<file path="config.mk">
export PLATFORM = sky130hd
export DESIGN_NAME = camera_capture
export DESIGN_NICKNAME = d
export VERILOG_FILES = /design/src/rtl/vision_pkg.sv /design/src/rtl/camera_capture.sv
export SDC_FILE = /design/constraint.sdc
export NUM_CORES = 1
export LEC_CHECK = 0
export BUFFER_PORTS_ARGS = -buffer_cell sky130_fd_sc_hd__buf_2
export CAP_MARGIN = 20
export CELL_PAD_IN_SITES_DETAIL_PLACEMENT = 0
export CELL_PAD_IN_SITES_GLOBAL_PLACEMENT = 2
export CORE_UTILIZATION = 39
export CTS_CLUSTER_SIZE = 16
export DETAILED_ROUTE_END_ITERATION = 8
export GPL_TIMING_DRIVEN = 0
export PLACE_DENSITY_LB_ADDON = 0.1
export SETUP_SLACK_MARGIN = 0.2
export SLEW_MARGIN = 20
export SYNTH_ARGS = -nofsm -noshare
export SYNTH_HDL_FRONTEND = slang
export SYNTH_SLANG_ARGS = --single-unit
</file>
<file path="constraint.sdc">
create_clock -name pixel_clock_in -period 6.6 [get_ports pixel_clock_in]
set_input_delay 0.33 -clock pixel_clock_in [delete_from_list [all_inputs] [get_ports pixel_clock_in]]
set_output_delay 0.33 -clock pixel_clock_in [all_outputs]
set_load 0.05 [all_outputs]
</file>
<file path="src/rtl/vision_pkg.sv">
// Shared definitions for the vision pipeline: default frame geometry,
// coordinate widths and the camera capture FSM state encoding.
package vision_pkg;

  localparam int X_W = 10;
  localparam int Y_W = 9;

  localparam logic [X_W-1:0] DEFAULT_FRAME_WIDTH  = 10'd320;
  localparam logic [Y_W-1:0] DEFAULT_FRAME_HEIGHT = 9'd240;

  typedef enum logic [2:0] {
    SYNC    = 3'd0,
    VBLANK  = 3'd1,
    HBLANK  = 3'd2,
    BYTE_HI = 3'd3,
    BYTE_LO = 3'd4
  } capture_state_t;

endpackage

</file>
<file path="src/rtl/camera_capture.sv">
// Camera byte-stream capture: assembles RGB565 pixels from the 8-bit camera
// bus, tracks x/y coordinates and reports per-frame completion and errors.
module camera_capture
  import vision_pkg::*;
#(
  parameter logic [X_W-1:0] FRAME_WIDTH  = DEFAULT_FRAME_WIDTH,
  parameter logic [Y_W-1:0] FRAME_HEIGHT = DEFAULT_FRAME_HEIGHT
) (
  input  logic           pixel_clock_in,
  input  logic           rst_in,
  input  logic           vsync_in,
  input  logic           href_in,
  input  logic [7:0]     cam_data_in,
  output logic [X_W-1:0] frame_x_count,
  output logic [Y_W-1:0] frame_y_count,
  output logic [15:0]    pixel_data,
  output logic           pixel_valid,
  output logic           frame_done,
  output logic           frame_error
);

  capture_state_t state_r;

  logic           vsync_r;
  logic           href_r;
  logic [7:0]     data_r;
  logic [7:0]     hi_byte_r;
  logic           bad_r;
  logic           line_drop_r;

  logic           end_frame_s;
  logic [X_W-1:0] x_eff_s;
  logic           x_room_s;
  logic           y_room_s;
  logic           line_full_s;
  logic           frame_bad_s;

  // Single input register stage on all camera pins.
  always_ff @(posedge pixel_clock_in or posedge rst_in) begin
    if (rst_in) begin
      vsync_r <= 1'b0;
      href_r  <= 1'b0;
      data_r  <= 8'd0;
    end else begin
      vsync_r <= vsync_in;
      href_r  <= href_in;
      data_r  <= cam_data_in;
    end
  end

  // Frame end detection and coordinate bookkeeping helpers.
  always_comb begin
    end_frame_s = 1'b0;
    case (state_r)
      HBLANK, BYTE_HI, BYTE_LO: end_frame_s = vsync_r;
      default:                  end_frame_s = 1'b0;
    endcase
    // x lags pixel_valid by one cycle, so fold a pending increment in.
    x_eff_s     = frame_x_count + {{(X_W-1){1'b0}}, pixel_valid};
    x_room_s    = (x_eff_s < FRAME_WIDTH);
    y_room_s    = (frame_y_count < FRAME_HEIGHT);
    line_full_s = (x_eff_s == FRAME_WIDTH);
    frame_bad_s = bad_r | (frame_y_count != FRAME_HEIGHT);
  end

  // Capture FSM with registered pixel, coordinate and frame status outputs.
  always_ff @(posedge pixel_clock_in or posedge rst_in) begin
    if (rst_in) begin
      state_r       <= SYNC;
      frame_x_count <= '0;
      frame_y_count <= '0;
      pixel_data    <= 16'd0;
      pixel_valid   <= 1'b0;
      frame_done    <= 1'b0;
      frame_error   <= 1'b0;
      hi_byte_r     <= 8'd0;
      bad_r         <= 1'b0;
      line_drop_r   <= 1'b0;
    end else begin
      pixel_valid <= 1'b0;
      frame_done  <= 1'b0;
      if (end_frame_s) begin
        // vsync during active capture closes the frame; partial pixel and
        // partial line are discarded.
        state_r       <= VBLANK;
        frame_done    <= 1'b1;
        frame_error   <= frame_bad_s;
        bad_r         <= 1'b0;
        line_drop_r   <= 1'b0;
        frame_x_count <= '0;
        frame_y_count <= '0;
      end else begin
        case (state_r)
          SYNC: begin
            if (vsync_r) begin
              state_r       <= VBLANK;
              bad_r         <= 1'b0;
              line_drop_r   <= 1'b0;
              frame_x_count <= '0;
              frame_y_count <= '0;
            end
          end
          VBLANK: begin
            frame_x_count <= '0;
            frame_y_count <= '0;
            bad_r         <= 1'b0;
            line_drop_r   <= 1'b0;
            if (!vsync_r) begin
              state_r <= HBLANK;
            end
          end
          HBLANK: begin
            if (href_r) begin
              hi_byte_r   <= data_r;
              line_drop_r <= !y_room_s;
              if (!y_room_s) begin
                bad_r <= 1'b1;
              end
              state_r <= BYTE_HI;
            end
          end
          BYTE_HI: begin
            if (href_r) begin
              frame_x_count <= x_eff_s;
              state_r       <= BYTE_LO;
              if (!line_drop_r) begin
                if (x_room_s) begin
                  pixel_data  <= {hi_byte_r, data_r};
                  pixel_valid <= 1'b1;
                end else begin
                  bad_r <= 1'b1;
                end
              end
            end else begin
              // Line ended with an unpaired high byte.
              bad_r         <= 1'b1;
              frame_x_count <= '0;
              if (!line_drop_r) begin
                frame_y_count <= frame_y_count + 9'd1;
              end
              line_drop_r <= 1'b0;
              state_r     <= HBLANK;
            end
          end
          BYTE_LO: begin
            if (href_r) begin
              hi_byte_r     <= data_r;
              frame_x_count <= x_eff_s;
              state_r       <= BYTE_HI;
            end else begin
              if (!line_full_s) begin
                bad_r <= 1'b1;
              end
              frame_x_count <= '0;
              if (!line_drop_r) begin
                frame_y_count <= frame_y_count + 9'd1;
              end
              line_drop_r <= 1'b0;
              state_r     <= HBLANK;
            end
          end
          default: begin
            state_r <= SYNC;
          end
        endcase
      end
    end
  end

endmodule

</file>
---- Word level (Yosys, flattened, before mapping) ----
Cells that the tools add are included.
operators by class
  add/subtract/negate cells ............... 2
  muxes and demuxes ....................... 37
  equality and inequality tests ........... 16
  magnitude comparators ................... 2
  bitwise gates (word level) .............. 3
  reductions and logical operators ........ 15
operator list
  kind                   count
  $mux W9                4
  $mux W10               3
  $pmux W10 S3           1
  $pmux W9 S3            1
  $mux W1                20
  $ne A3 B3 Y1 const B   6
  $mux W3                5
  $pmux W3 S5            1
  $add A10 B1 Y10        1
  $eq A10 B9 Y1 const B  1
  $lt A10 B9 Y1 const B  1
  $add A9 B1 Y9 const B  1
  $lt A9 B8 Y1 const B   1
  $ne A9 B8 Y1 const B   1
  $ne A4 B4 Y1 const B   2
  $reduce_and A4 Y1      2
  $reduce_and A8 Y1      1
  $eq A3 B2 Y1 const B   2
  $ne A3 B2 Y1 const B   2
  $reduce_and A3 Y1      2
  $reduce_bool A6 Y1     1
  $pmux W1 S5            1
  $reduce_and A5 Y1      1
  $reduce_bool A5 Y1     1
  11 further kinds       13
storage, ports and cells
  register bits after elaboration ......... 61
  output and inout port bits .............. 38

---- Logic depth before layout (Yosys ltp) ----
  depth after elaboration ................. 7
  gate-level depth with buffers ........... 10
  depth with buffers taken out ............ 8

---- Worst setup path before layout ----
OpenSTA, ideal clock, no wires.
  kind .................................... register to register
  start point ............................. register frame_x_count[0]
  end point ............................... register pixel_data[10]
  data required time ...................... 6475 ps
  cell stages (with the launch flop) ...... 11
  clock period less this slack ............ 2707 ps
  buffers on the path ..................... 2
  path slack .............................. 3893 ps
  arrival ................................. 2582 ps
  path through ............................ dfrtp_1 -> ha_1 -> ha_1 -> and3_4 -> and2_4 -> o311ai_2 -> nand4_1 -> or2_1 -> buf_6 -> buf_12 -> mux2_4
on the way
  cells in the longest elaborated chain, start to end .. 3
RTL lines
  item                                line                   source
  start: declaration                  camera_capture.sv:14   output logic [X_W-1:0] frame_x_count,
  start signal: assignment            camera_capture.sv:124  frame_x_count <= x_eff_s;
  start signal: assignment            camera_capture.sv:148  frame_x_count <= x_eff_s;
  $add A10 B1 Y10                     camera_capture.sv:59   x_eff_s = frame_x_count + {{(X_W-1){1'b0}}, pixel_valid};
  $lt A10 B9 Y1                       camera_capture.sv:60   x_room_s = (x_eff_s < FRAME_WIDTH);
  $reduce_and A5 Y1 (no source line)  n/a
  end signal: assignment              camera_capture.sv:128  pixel_data <= {hi_byte_r, data_r};
  end: declaration                    camera_capture.sv:16   output logic [15:0] pixel_data,
No other way between the ends.
A chain may end at the register's enable or synchronous reset.

---- Worst setup path in the final report ----
  start point ............................. register frame_x_count[0]
  end point ............................... register pixel_data[7]
The elaborated chain is that of the path after synthesis.

==> impl_metrics.tcl <==
set metrics [dict create \
    netlist_area_mm2 0.00291 \
    fmax_mhz 371 \
    postRouteAntennaNets 0 \
    avgSynthCellArea_um2 11.4 \
    die_x_um 88.3 \
    clkSlewWorstSetupHoldPaths_ns 0.07 \
    portBuffers 49 \
    hpwl_um 4310 \
    synth_top_area_cell "dfrtp_1" \
    drive_above_1_share 0.337 \
    gp_congestion 0.749 \
    ctsHtreeMaxLevel 3 \
    tritoncts "done" \
    cp_max_fo 10 \
    grt_usage 0.179 \
    clock_sinks 61 \
    dpl.cell_count 405 \
    clk_latency_ns 0.34 \
    cts_buffer_depth 2 \
    hold_path_depth 1 \
    multi_input_area_mm2 0.00125 \
    fin_crit_sh 0.408 \
    synthTopCellsByArea "dfrtp_1, mux2_2, mux2_4, o21ai_0, nor2_1" \
    ys_ff_latch 61 \
    setup_viol 0 \
    power_uw 1130 \
    core_area_mm2 0.00721 \
    wirelength_um 6340 \
    cp-end-kind "flip-flop" \
    cts_buffers 9 \
    synth_cell_types 50 \
    reg2reg_depth 10 \
    worst_slack_ns 3.91 \
    final_nets 334 \
    cp.arrival_ns 2.92 \
    p_per_area_mw_per_mm2 322 \
    ir_worst_vdd_uv 199 \
    cts-resized-gates 0 \
    rsz0062_at_grt "false" \
    seq_area_mm2 0.00153 \
    worst_hold_slack_ns 0.0916 \
    initial_core_util 0.403 \
    fillers 707 \
    async_flop_share 1.00 \
    cts_root_buf "clkbuf_8" \
    tightestPinTransition_ns 0.572 \
    synth-seq-area-share 0.525 \
    period_needed_ns 2.69 \
    n_antenna_cell 0 \
    grt_pass1_wl_um 10400 \
    synth-edff-count 0 \
    die_h_um 88.3 \
    cap_violations 0 \
    num_vias 2134 \
    antenna_found_initial 0 \
    initialDrtViolationCount 110 \
    hold_viol_final 0 \
    crit_type "flip-flop to flip-flop" \
    netlist_instances 256 \
    stdcell_count 422 \
    tns_ns 0 \
    grt-ovfl-total 0 \
    die_area_mm2 0.00780 \
    post-synth-top-area-fraction 0.525 \
    grt_pass1_vias 2100 \
    clock_skew_ns 0.00535 \
    syn-num-nets 272 \
    ys_warn_count 0 \
    first_pass_iters 4 \
    drc 0 \
    leakage_uw 0.00167 \
    vias_per_cell 5.06 \
    num_rows 31 \
    status "completed" \
    grt_max_degree 34 \
    start_kind "flip-flop" \
    synth_ff_type "dfrtp_1" \
    timing.slew.headroom 0.617 \
    final_max_slew_viol_count 0 \
    syn2layout_area_growth_pct 20.6 \
    io_pins 50 \
    place_ws_ns 3.92 \
    worstPathRequired_ns 6.82 \
    hp-class "input pin to flip-flop" \
    wl_per_cell_um 15.0 \
]
## critical path, cell delays in order, from the launching register on
cell	delay [ns]
dfrtp_1	0.40
ha_1	0.27
ha_1	0.29
and3_4	0.23
and2_4	0.15
o311ai_2	0.24
nand4_1	0.16
or2_1	0.24
buf_6	0.15
buf_12	0.15
mux2_4	0.30
## final cells by class
type / count / share of cell area
tap: 99 / 0.0353
timing repair buffer: 51 / 0.0785
buffer: 17 / 0.0318
multi-input combinational: 172 / 0.356
inverter: 6 / 0.00714
clock inverter: 7 / 0.0210
sequential: 61 / 0.435
clock buffer: 9 / 0.0353
## registers in the layout, summed over array words and instances, names as in the netlist
| signal | cells |
|---|---|
| bad_r | 1 |
| data_r | 8 |
| frame_done | 1 |
| frame_error | 1 |
| frame_x_count | 10 |
| frame_y_count | 9 |
| hi_byte_r | 8 |
| href_r | 1 |
| line_drop_r | 1 |
| pixel_data | 16 |
| pixel_valid | 1 |
| state_r | 3 |
| vsync_r | 1 |
## synthesized netlist by cell type, types with 4 or more instances
master,instances
and3_1,5
dfrtp_1,61
nor2_1,19
buf_2,4
nor3_1,5
mux2_2,17
nand2_1,10
clkbuf_1,6
a21oi_1,8
nand4_1,5
nand3_1,12
nor2b_1,4
xnor2_1,5
mux2_4,9
o21ai_0,19
inv_1,6
xor2_1,6
ha_1,4
and2_1,5
## worst paths after layout
path                       slack [ns]                           end                    startpoint
min in group asynchronous        0.53  frame_y_count[5]$_DFFE_PP0P_                        rst_in
setup / recovery                 3.91     pixel_data[7]$_DFFE_PP0P_  frame_x_count[0]$_DFFE_PP0P_
hold reg to reg                  0.50     pixel_data[1]$_DFFE_PP0P_           data_r[1]$_DFF_PP0_
setup reg to reg                 3.91     pixel_data[7]$_DFFE_PP0P_  frame_x_count[0]$_DFFE_PP0P_
max in group asynchronous        5.57  frame_x_count[6]$_DFFE_PP0P_                        rst_in
hold / removal                   0.09           data_r[7]$_DFF_PP0_                cam_data_in[7]
## through the flow
stage          utilization  cell area (um2)
2_1_floorplan            -             2910
3_3_place_gp         0.454             3280
3_5_place_dp         0.457             3300
4_1_cts              0.486             3510
5_1_grt              0.486             3510
6_report             0.486             3510
## power breakdown
part           internal (uW)  leakage [uW]  switching, uW
clock network            175     0.0000996            158
logic                    104      0.000788            220
registers                440      0.000778           32.9
## kinds of logic after synthesis
group           after synthesis  share of synthesized area
mux                          27                      0.116
fa+ha+maj                     4                     0.0172
compound gates               50                      0.111
xor+xnor                     11                     0.0331
buf+inv                      23                     0.0460
simple gates                 80                      0.151
flops                        61                      0.525
## routing by layer
layer	GRT usage	vias to the layer above	routed length, um	share of wire
met5	0	-	0	0
met4	0.0909	0	126	0.020
met3	0.0410	10	238	0.038
met2	0.280	50	2970	0.47
met1	0.233	1033	3010	0.47
li1	-	1041	-	-
## cells in the final DEF, fill, tap and decap left out, types with 6 or more instances in the layout
cell type / netlist / routed
nor2_1: 19 / 19
mux2_4: 9 / 9
mux2_2: 17 / 17
clkbuf_8: 0 / 9
clkbuf_1: 6 / 6
dfrtp_1: 61 / 61
buf_2: 4 / 53
nand2_1: 10 / 10
o21ai_0: 19 / 19
xor2_1: 6 / 6
a21oi_1: 8 / 8
nand3_1: 12 / 12
## repair_timing
| action | 4_1_cts | 5_1_grt |
|---|---|---|
| endpoints found under the setup margin | 0 | 0 |
| buffers inserted | 0 | 0 |
| hold buffers | 1 | 0 |
| hold endpoints to repair | 28 | 0 |
No activity file was read; power rests on OpenSTA's default activity.
